<file path="src/rtl/seg_pkg.sv">
// Shared definitions for the seven-segment scan controller: default timing,
// hex font table, scan phase encoding and the double-buffered config record.
package seg_pkg;

   localparam int DEAD_CYCLES_DEF  = 256;
   localparam int STEP_CYCLES_DEF  = 1024;
   localparam int BLINK_CYCLES_DEF = 13500000;

   // Entry n is the gfedcba pattern for hex digit n.
   localparam logic [15:0][6:0] HEX_FONT = {
      7'h71, 7'h79, 7'h5E, 7'h39, 7'h7C, 7'h77, 7'h6F, 7'h7F,
      7'h07, 7'h7D, 7'h6D, 7'h66, 7'h4F, 7'h5B, 7'h06, 7'h3F
   };

   typedef enum logic [1:0] {
      PH_DEAD,
      PH_ON,
      PH_OFF
   } phase_e;

   typedef struct packed {
      logic [15:0] digits;
      logic [3:0]  dp_mask;
      logic [3:0]  blink_mask;
      logic        blank_lz;
      logic [3:0]  bright;
   } cfg_t;

endpackage

</file>
<file path="src/rtl/seg_font.sv">
// Combinational hex nibble to gfedcba segment pattern lookup.
module seg_font
   import seg_pkg::*;
(
   input  logic [3:0] nibble,
   output logic [6:0] seg
);

   assign seg = HEX_FONT[nibble];

endmodule

</file>
<file path="src/rtl/seg_scan_ctrl.sv">
// Four-digit multiplexed display scanner with dead time, PWM brightness,
// frame-synchronous blink and double-buffered content.
module seg_scan_ctrl
   import seg_pkg::*;
#(
   parameter int DEAD_CYCLES  = DEAD_CYCLES_DEF,
   parameter int STEP_CYCLES  = STEP_CYCLES_DEF,
   parameter int BLINK_CYCLES = BLINK_CYCLES_DEF
) (
   input  logic        clk,
   input  logic        rst,
   input  logic        load,
   input  logic [15:0] digits,
   input  logic [3:0]  dp_mask,
   input  logic [3:0]  blink_mask,
   input  logic        blank_lz,
   input  logic [3:0]  bright,
   output logic [7:0]  seven,
   output logic [3:0]  segment,
   output logic        upd_pending,
   output logic        frame_tick
);

   phase_e      state, state_n;
   logic [1:0]  slot, slot_n;
   logic [3:0]  step, step_n;
   logic [31:0] cnt, cnt_n;
   logic [31:0] blink_cnt;
   logic        blink_phase, blink_req, blink_wrap;
   logic        boundary, dark, lz_dark;
   logic [3:0]  nib;
   logic [6:0]  font_seg;
   cfg_t        act, pend, cfg_in;

   assign cfg_in     = {digits, dp_mask, blink_mask, blank_lz, bright};
   assign boundary   = (state == PH_DEAD) && (slot == 2'd0) && (cnt == 32'd0);
   assign blink_wrap = (blink_cnt == 32'(BLINK_CYCLES - 1));

   always_ff @(posedge clk) begin
      if (rst) begin
         state <= PH_DEAD;
         slot  <= 2'd0;
         step  <= 4'd0;
         cnt   <= 32'd0;
      end else begin
         state <= state_n;
         slot  <= slot_n;
         step  <= step_n;
         cnt   <= cnt_n;
      end
   end

   // cnt counts within the current phase (dead period or one brightness step).
   always_comb begin
      state_n = state;
      slot_n  = slot;
      step_n  = step;
      cnt_n   = cnt + 32'd1;
      case (state)
         PH_DEAD: begin
            if (cnt == 32'(DEAD_CYCLES - 1)) begin
               cnt_n   = 32'd0;
               step_n  = 4'd0;
               state_n = PH_ON;
            end
         end
         default: begin
            if (cnt == 32'(STEP_CYCLES - 1)) begin
               cnt_n = 32'd0;
               if (step == 4'd15) begin
                  step_n  = 4'd0;
                  slot_n  = slot + 2'd1;
                  state_n = PH_DEAD;
               end else begin
                  step_n  = step + 4'd1;
                  state_n = (step_n <= act.bright) ? PH_ON : PH_OFF;
               end
            end
         end
      endcase
   end

   // A load on the boundary itself skips the pending stage entirely.
   always_ff @(posedge clk) begin
      if (rst) begin
         act         <= '{digits: 16'h0, dp_mask: 4'h0, blink_mask: 4'h0,
                          blank_lz: 1'b0, bright: 4'hF};
         pend        <= '{digits: 16'h0, dp_mask: 4'h0, blink_mask: 4'h0,
                          blank_lz: 1'b0, bright: 4'hF};
         upd_pending <= 1'b0;
      end else if (boundary && load) begin
         act         <= cfg_in;
         upd_pending <= 1'b0;
      end else if (boundary && upd_pending) begin
         act         <= pend;
         upd_pending <= 1'b0;
      end else if (load) begin
         pend        <= cfg_in;
         upd_pending <= 1'b1;
      end
   end

   always_ff @(posedge clk) begin
      if (rst) begin
         blink_cnt   <= 32'd0;
         blink_req   <= 1'b0;
         blink_phase <= 1'b0;
      end else begin
         blink_cnt   <= blink_wrap ? 32'd0 : blink_cnt + 32'd1;
         blink_req   <= blink_wrap || (blink_req && !boundary);
         if (boundary && blink_req)
            blink_phase <= ~blink_phase;
      end
   end

   assign nib     = act.digits[{slot, 2'b00} +: 4];
   assign lz_dark = act.blank_lz && (act.digits[15:12] == 4'd0) &&
                    ((slot == 2'd3) || ((slot == 2'd2) && (act.digits[11:8] == 4'd0)));
   assign dark    = (blink_phase && act.blink_mask[slot]) || lz_dark;

   seg_font u_font (
      .nibble (nib),
      .seg    (font_seg)
   );

   always_ff @(posedge clk) begin
      if (rst) begin
         seven      <= 8'h00;
         segment    <= 4'h0;
         frame_tick <= 1'b0;
      end else begin
         frame_tick <= boundary;
         if ((state == PH_ON) && !dark) begin
            seven   <= {act.dp_mask[slot], font_seg};
            segment <= 4'b0001 << slot;
         end else begin
            seven   <= 8'h00;
            segment <= 4'h0;
         end
      end
   end

endmodule

</file>
<file path="config.mk">
export PLATFORM = sky130hd
export DESIGN_NAME = seg_scan_ctrl
export DESIGN_NICKNAME = d
export VERILOG_FILES = /design/src/rtl/seg_pkg.sv /design/src/rtl/seg_font.sv /design/src/rtl/seg_scan_ctrl.sv
export SDC_FILE = /design/constraint.sdc
export NUM_CORES = 1
export LEC_CHECK = 0
export ABC_AREA = 1
export CORE_ASPECT_RATIO = 1.4
export CORE_MARGIN = 4
export CORE_UTILIZATION = 50
export CTS_CLUSTER_DIAMETER = 60
export DETAILED_ROUTE_END_ITERATION = 8
export GPL_TIMING_DRIVEN = 0
export HOLD_SLACK_MARGIN = 0.02
export PLACE_DENSITY = 0.79
export SLEW_MARGIN = 20
export SYNTH_ARGS = -nofsm -noshare
export SYNTH_HDL_FRONTEND = slang
export SYNTH_SLANG_ARGS = --single-unit
</file>
<file path="constraint.sdc">
create_clock -name clk -period 6.4 [get_ports clk]
set_input_delay 1.28 -clock clk [delete_from_list [all_inputs] [get_ports clk]]
set_output_delay 1.28 -clock clk [all_outputs]
set_load 0.01 [all_outputs]
</file>
# After elaboration in Yosys (flattened, before gate mapping)

Memory sizes are Yosys's and may differ from the RTL's. A register that Yosys moved wholly into a read port is not among the register bits.
Cells that the tools add are included.

Bitwise gates (word level): 5
Order comparisons: 3
Mux-type cells: 19
Shift operators: 2
Equal/unequal tests: 8
$add $sub $neg: 4
Reduce and logical (&&, ||, !) cells: 29

Operator list:

| operator                                                    | count |
|---|---|
| 2-to-1 mux 32 bit                                           | 3 |
| adder 32 x 1 -> 32 bit (second input constant)              | 2 |
| 2-to-1 mux 29 bit                                           | 2 |
| equality test 32 x 10 -> 1 bit (second input constant)      | 1 |
| equality test 32 x 24 -> 1 bit (second input constant)      | 1 |
| equality test 32 x 8 -> 1 bit (second input constant)       | 1 |
| zero test 32 bit                                            | 1 |
| 2-to-1 mux 4 bit                                            | 4 |
| variable part select 16 x 5 -> 4 bit                        | 1 |
| logical AND 1 bit                                           | 11 |
| 2-to-1 mux 2 bit                                            | 5 |
| zero test 4 bit                                             | 2 |
| 2-to-1 mux 7 bit                                            | 1 |
| AND reduction 3 bit                                         | 2 |
| less-than comparator 4 x 5 -> 1 bit (second input constant) | 1 |
| inverter 1 bit                                              | 5 |
| adder 4 x 1 -> 4 bit (second input constant)                | 1 |
| binary-select mux 1 bit (select 2 bit)                      | 2 |
| equality test 2 bit (second input constant)                 | 2 |
| equality test 4 bit (second input constant)                 | 1 |
| <= comparator 4 bit                                         | 1 |
| zero test 2 bit                                             | 2 |
| nonzero test 2 bit                                          | 2 |
| OR reduction 2 bit                                          | 2 |
| 10 further kinds                                            | 14 |

Flip-flop bits (word level): 146
ROM bits: 112
Memories: 1
Output and inout port bits: 14

Memories:

| memory           | depth | bits a word | rd ports | clocked after memory_dff | wr ports | line          | RTL |
|---|---|---|---|---|---|---|---|
| (name not given) | 16    | 7           | 1        | 1                        | 0        | seg_font.sv:9 | `assign seg = HEX_FONT[nibble];` |

# Depth between registers and ports, before layout

Depth in word-level cells: 9
Depth in mapped cells: 14
Gate-level depth less buffers: 11

# Hierarchy

A second synthesis with hierarchy kept.

Cells, all modules: 1158
Area, all modules: 7676.1 µm²

By module, submodules not included:

| module        | instances | cells each | area an instance (µm²) | sequential area each (µm²) |
|---|---|---|---|---|
| seg_scan_ctrl | 1         | 1104       | 7390.8                 | 2922.8 |
| seg_font      | 1         | 54         | 285.3                  | 0.0 |

# Worst setup path after synthesis

No wires, ideal clock.

Kind: input to register
Start point: input load
End point: register pend[10] (netlist name)
Buffers on the path: 2
Data required time: 6.284 ns
Stages: 5
Arrival: 2.124 ns
Setup slack: 4.161 ns
Cell sequence: buf_1 -> clkbuf_1 -> nand2_1 -> o21ai_0 -> nor2_1

Cells in the longest elaborated chain, start to end: 3

RTL lines:

| item                                   | line                | RTL |
|---|---|---|
| from (decl)                            | seg_scan_ctrl.sv:12 | `input logic load,` |
| logical AND 1 bit                      | seg_scan_ctrl.sv:91 | `end else if (boundary && load) begin` |
| inverter 1 bit (no source line)        | -                   |  |
| AND reduction 3 bit (no source line) * | -                   |  |
| to (signal assigned)                   | seg_scan_ctrl.sv:88 | `pend <= '{digits: 16'h0, dp_mask: 4'h0, blink_mask: 4'h0,` |
| to (signal assigned)                   | seg_scan_ctrl.sv:98 | `pend <= cfg_in;` |
| to (decl)                              | seg_scan_ctrl.sv:33 | `cfg_t act, pend, cfg_in;` |

Every way passes the cells marked *; elsewhere a longest branch is shown, timed or not.
A chain may end at the register's enable or synchronous reset.

# Worst setup path in the final report

Start point: input load
End point: register pend[27] (netlist name)

Same word-level chain as after synthesis.

==> impl_metrics.env <==
export IMPL_antenna_cells=0
export IMPL_place_area_um2=8400
export IMPL_syn_to_final_growth_pct=16.3
export IMPL_drt_iter0_drc=360
export IMPL_critPathBufInv=3
export IMPL_rsz0062_at_grt="false"
export IMPL_drt_pass1_iter_count=6
export IMPL_crit_type="in -> reg"
export IMPL_cts_tree="done"
export IMPL_clkLatencyLatePin_ns=0.43
export IMPL_path_delay_family="buffers and inverters"
export IMPL_cts_setup_buffers=0
export IMPL_hold_start="cnt[0]"
export IMPL_slew_headroom_pct=61.3
export IMPL_yosys_area_top_type="dfxtp_1"
export IMPL_vdd_drop_max_mv=0.181
export IMPL_drive_gt1_share_pct=7.14
export IMPL_grt_pass1_vias=7137
export IMPL_grt_pass1_wl_um=31700
export IMPL_num_rows=53
export IMPL_rr_endpoint="seven[4]"
export IMPL_crit_required_ns=6.72
export IMPL_holdPathStages=1
export IMPL_synth_fp_nets=1220
export IMPL_htree_levels=4
export IMPL_total_power_mw=2.23
export IMPL_port_buffers=44
export IMPL_io_pins=46
export IMPL_num_vias=7375
export IMPL_yosysWarnings=0
export IMPL_crit_chain="clkdlybuf4s50_1 -> buf_1 -> clkbuf_1 -> nand2_1 -> o21ai_0 -> nor2_1"
export IMPL_synth_cell_types=38
export IMPL_synth_yosys_seq_area_share_pct=37.9
export IMPL_syn_inst=1170
export IMPL_antenna_found_initial=0
export IMPL_initial_core_util_pct=51.1
export IMPL_wl_per_cell_um=13.1
export IMPL_p_comb_share_pct=13.0
export IMPL_synth_area_per_cell_um2=6.60
export IMPL_drc=0
export IMPL_setup_tns_ns=0
export IMPL_cts_buffers=17
export IMPL_clk_pin_slew_ns=0.06
export IMPL_die_w_um=113
export IMPL_ant_nets=0
export IMPL_hold_buffers=0
export IMPL_synthDominantCellAreaShare_pct=37.9
export IMPL_powerDensity_nw_per_um2=249
export IMPL_hold_class="reg -> reg"
export IMPL_cts_sinks=146
export IMPL_reg2reg_from="slot[0]"
export IMPL_grt_max_degree=17
export IMPL_ff2ff_path_depth=9
export IMPL_gr_total_overflow=0
export IMPL_final_area_um2=8980
export IMPL_netSwitchingFraction_pct=27.0
export IMPL_final_cell_mix="nand2_1 (317), inv_1 (168), nor2_1 (151), dfxtp_1 (146), a21oi_1 (89)"
export IMPL_drv_cap=0
export IMPL_grt_usage_pct=22.3
export IMPL_ctsResizeCount=0
export IMPL_syn_area_um2=7720
export IMPL_via_per_inst=5.13
export IMPL_final_common_cell="nand2_1"
export IMPL_hpwl_um=14200
export IMPL_hold_end="cnt[0]"
export IMPL_cts_root_buf="clkbuf_16"
export IMPL_arrival_ns=3.12
export IMPL_gp_congestion=0.944
export IMPL_fin_crit_ns=2.80
export IMPL_fin_crit_sh_pct=43.8
export IMPL_synth_area_leaders="dfxtp_1 (38%), nand2_1 (15%), inv_1 (8.2%), nor2_1 (7.3%), a21oi_1 (5.8%)"
export IMPL_tightest_slew_ns=0.581
export IMPL_clk_path_buf_depth=2
export IMPL_clkPwrFrac_pct=43.1
export IMPL_die_area_um2=17500
export IMPL_wl_um=18900
export IMPL_path_max_fanout=10
export IMPL_p_switching_mw=0.603
export IMPL_cp_end_kind="flip-flop"
export IMPL_ys_ff_latch=146
export IMPL_r2r_slack_ns=4.02
export IMPL_crit_path_max_incr_delay_ns=0.55
export IMPL_power_leakage_nw=3.84
export IMPL_slew_violations=0
export IMPL_setup_viol=0
export IMPL_die_h_um=155
export IMPL_fillers=1427
export IMPL_nets=1283
export IMPL_max_freq_mhz=357
export IMPL_hold_viol_final=0
export IMPL_skew_ns=0.00797
export IMPL_utilization_pct=59.4
export IMPL_intPower_mw=1.63
export IMPL_core_area_um2=15100
export IMPL_status="finished, final reports clean"
export IMPL_cp_start_kind="input port"
export IMPL_critical_path_slowest_cell="clkdlybuf4s50_1"
export IMPL_seqPwrFrac_pct=43.9
-- power by group through the flow --
stage	clock network (mW)	registers, mW	logic, mW
after floorplan	0	0.993	0.208
after global placement	0	0.998	0.283
after detailed placement	0	1.00	0.288
after CTS	0.969	0.980	0.291
after global routing	1.01	0.986	0.333
final	0.964	0.981	0.291
-- Yosys cell counts, drive strengths merged --
| master | n |
|---|---|
| a21oi | 94 |
| a32oi | 1 |
| and2 | 1 |
| and3 | 1 |
| buf | 23 |
| clkbuf | 13 |
| dfxtp | 146 |
| ha | 18 |
| inv | 176 |
| nand2 | 321 |
| nand2b | 1 |
| nand3 | 47 |
| nand3b | 4 |
| nand4 | 17 |
| nor2 | 162 |
| nor3 | 41 |
| nor3b | 2 |
| nor4 | 3 |
| o211ai | 7 |
| o21ai | 48 |
| o31ai | 1 |
| or2 | 5 |
| xnor2 | 10 |
| xor2 | 28 |
-- registers in the layout, indices dropped and copies added, names as in the netlist --
name,count
state,2
upd_pending,1
cnt,32
act,29
segment,4
blink_cnt,32
blink_phase,1
blink_req,1
seven,8
frame_tick,1
slot,2
pend,29
step,4
-- worst reg2reg max path: stages, from the launching register on --
cell and delay, ns:
dfxtp_1 0.34, buf_4 0.17, clkbuf_1 0.33, nand2_1 0.10, a32oi_1 0.45, inv_1 0.19, ha_1 0.23, or2_2 0.28
nand3_1 0.09, a21oi_1 0.07
-- stage by stage --
stage	setup slack, ns	hold slack (ns)	std cells
6_report	3.60	0.446	1438
5_1_grt	3.48	0.476	1438
3_5_place_dp	3.19	0.442	1406
4_1_cts	3.63	0.450	1438
3_3_place_gp	3.22	0.428	1406
2_1_floorplan	4.16	0.417	1170
-- per-layer routing --
layer / track usage [%] / share of wire (%) / vias to the layer above
met3: 4.20 / 4.1 / 76
li1: - / - / 3783
met4: 14.0 / 6.1 / 0
met5: 0 / 0 / -
met2: 40.6 / 52 / 204
met1: 23.1 / 38 / 3312
-- how the worst max path moves through the flow --
stage | startpoint | endpoint | cells after the start
after floorplan | load | pend[10] | 5
after global placement | load | pend[27] | 6
after detailed placement | load | pend[27] | 6
after CTS | load | pend[27] | 6
after global routing | load | pend[22] | 6
final | load | pend[27] | 6
-- layout make-up --
class                      count  area (µm²)  share of cell area, %
timing repair buffer          44         440                   4.91
clock buffer                  21         470                   5.24
inverter                     176         661                   7.36
tap                          192         240                   2.68
multi-input combinational    812        3930                   43.8
buffer                        36         204                   2.27
sequential                   146        2920                   32.6
clock inverter                11         104                   1.16
-- logic make-up after synthesis --
| family | synth area share [%] |
|---|---|
| xor+xnor | 4.31 |
| flops | 37.9 |
| fa+ha+maj | 2.92 |
| buf+inv | 11.2 |
| compound gates | 10.3 |
| simple gates | 33.4 |
No activity file was read; power rests on OpenSTA's default activity.
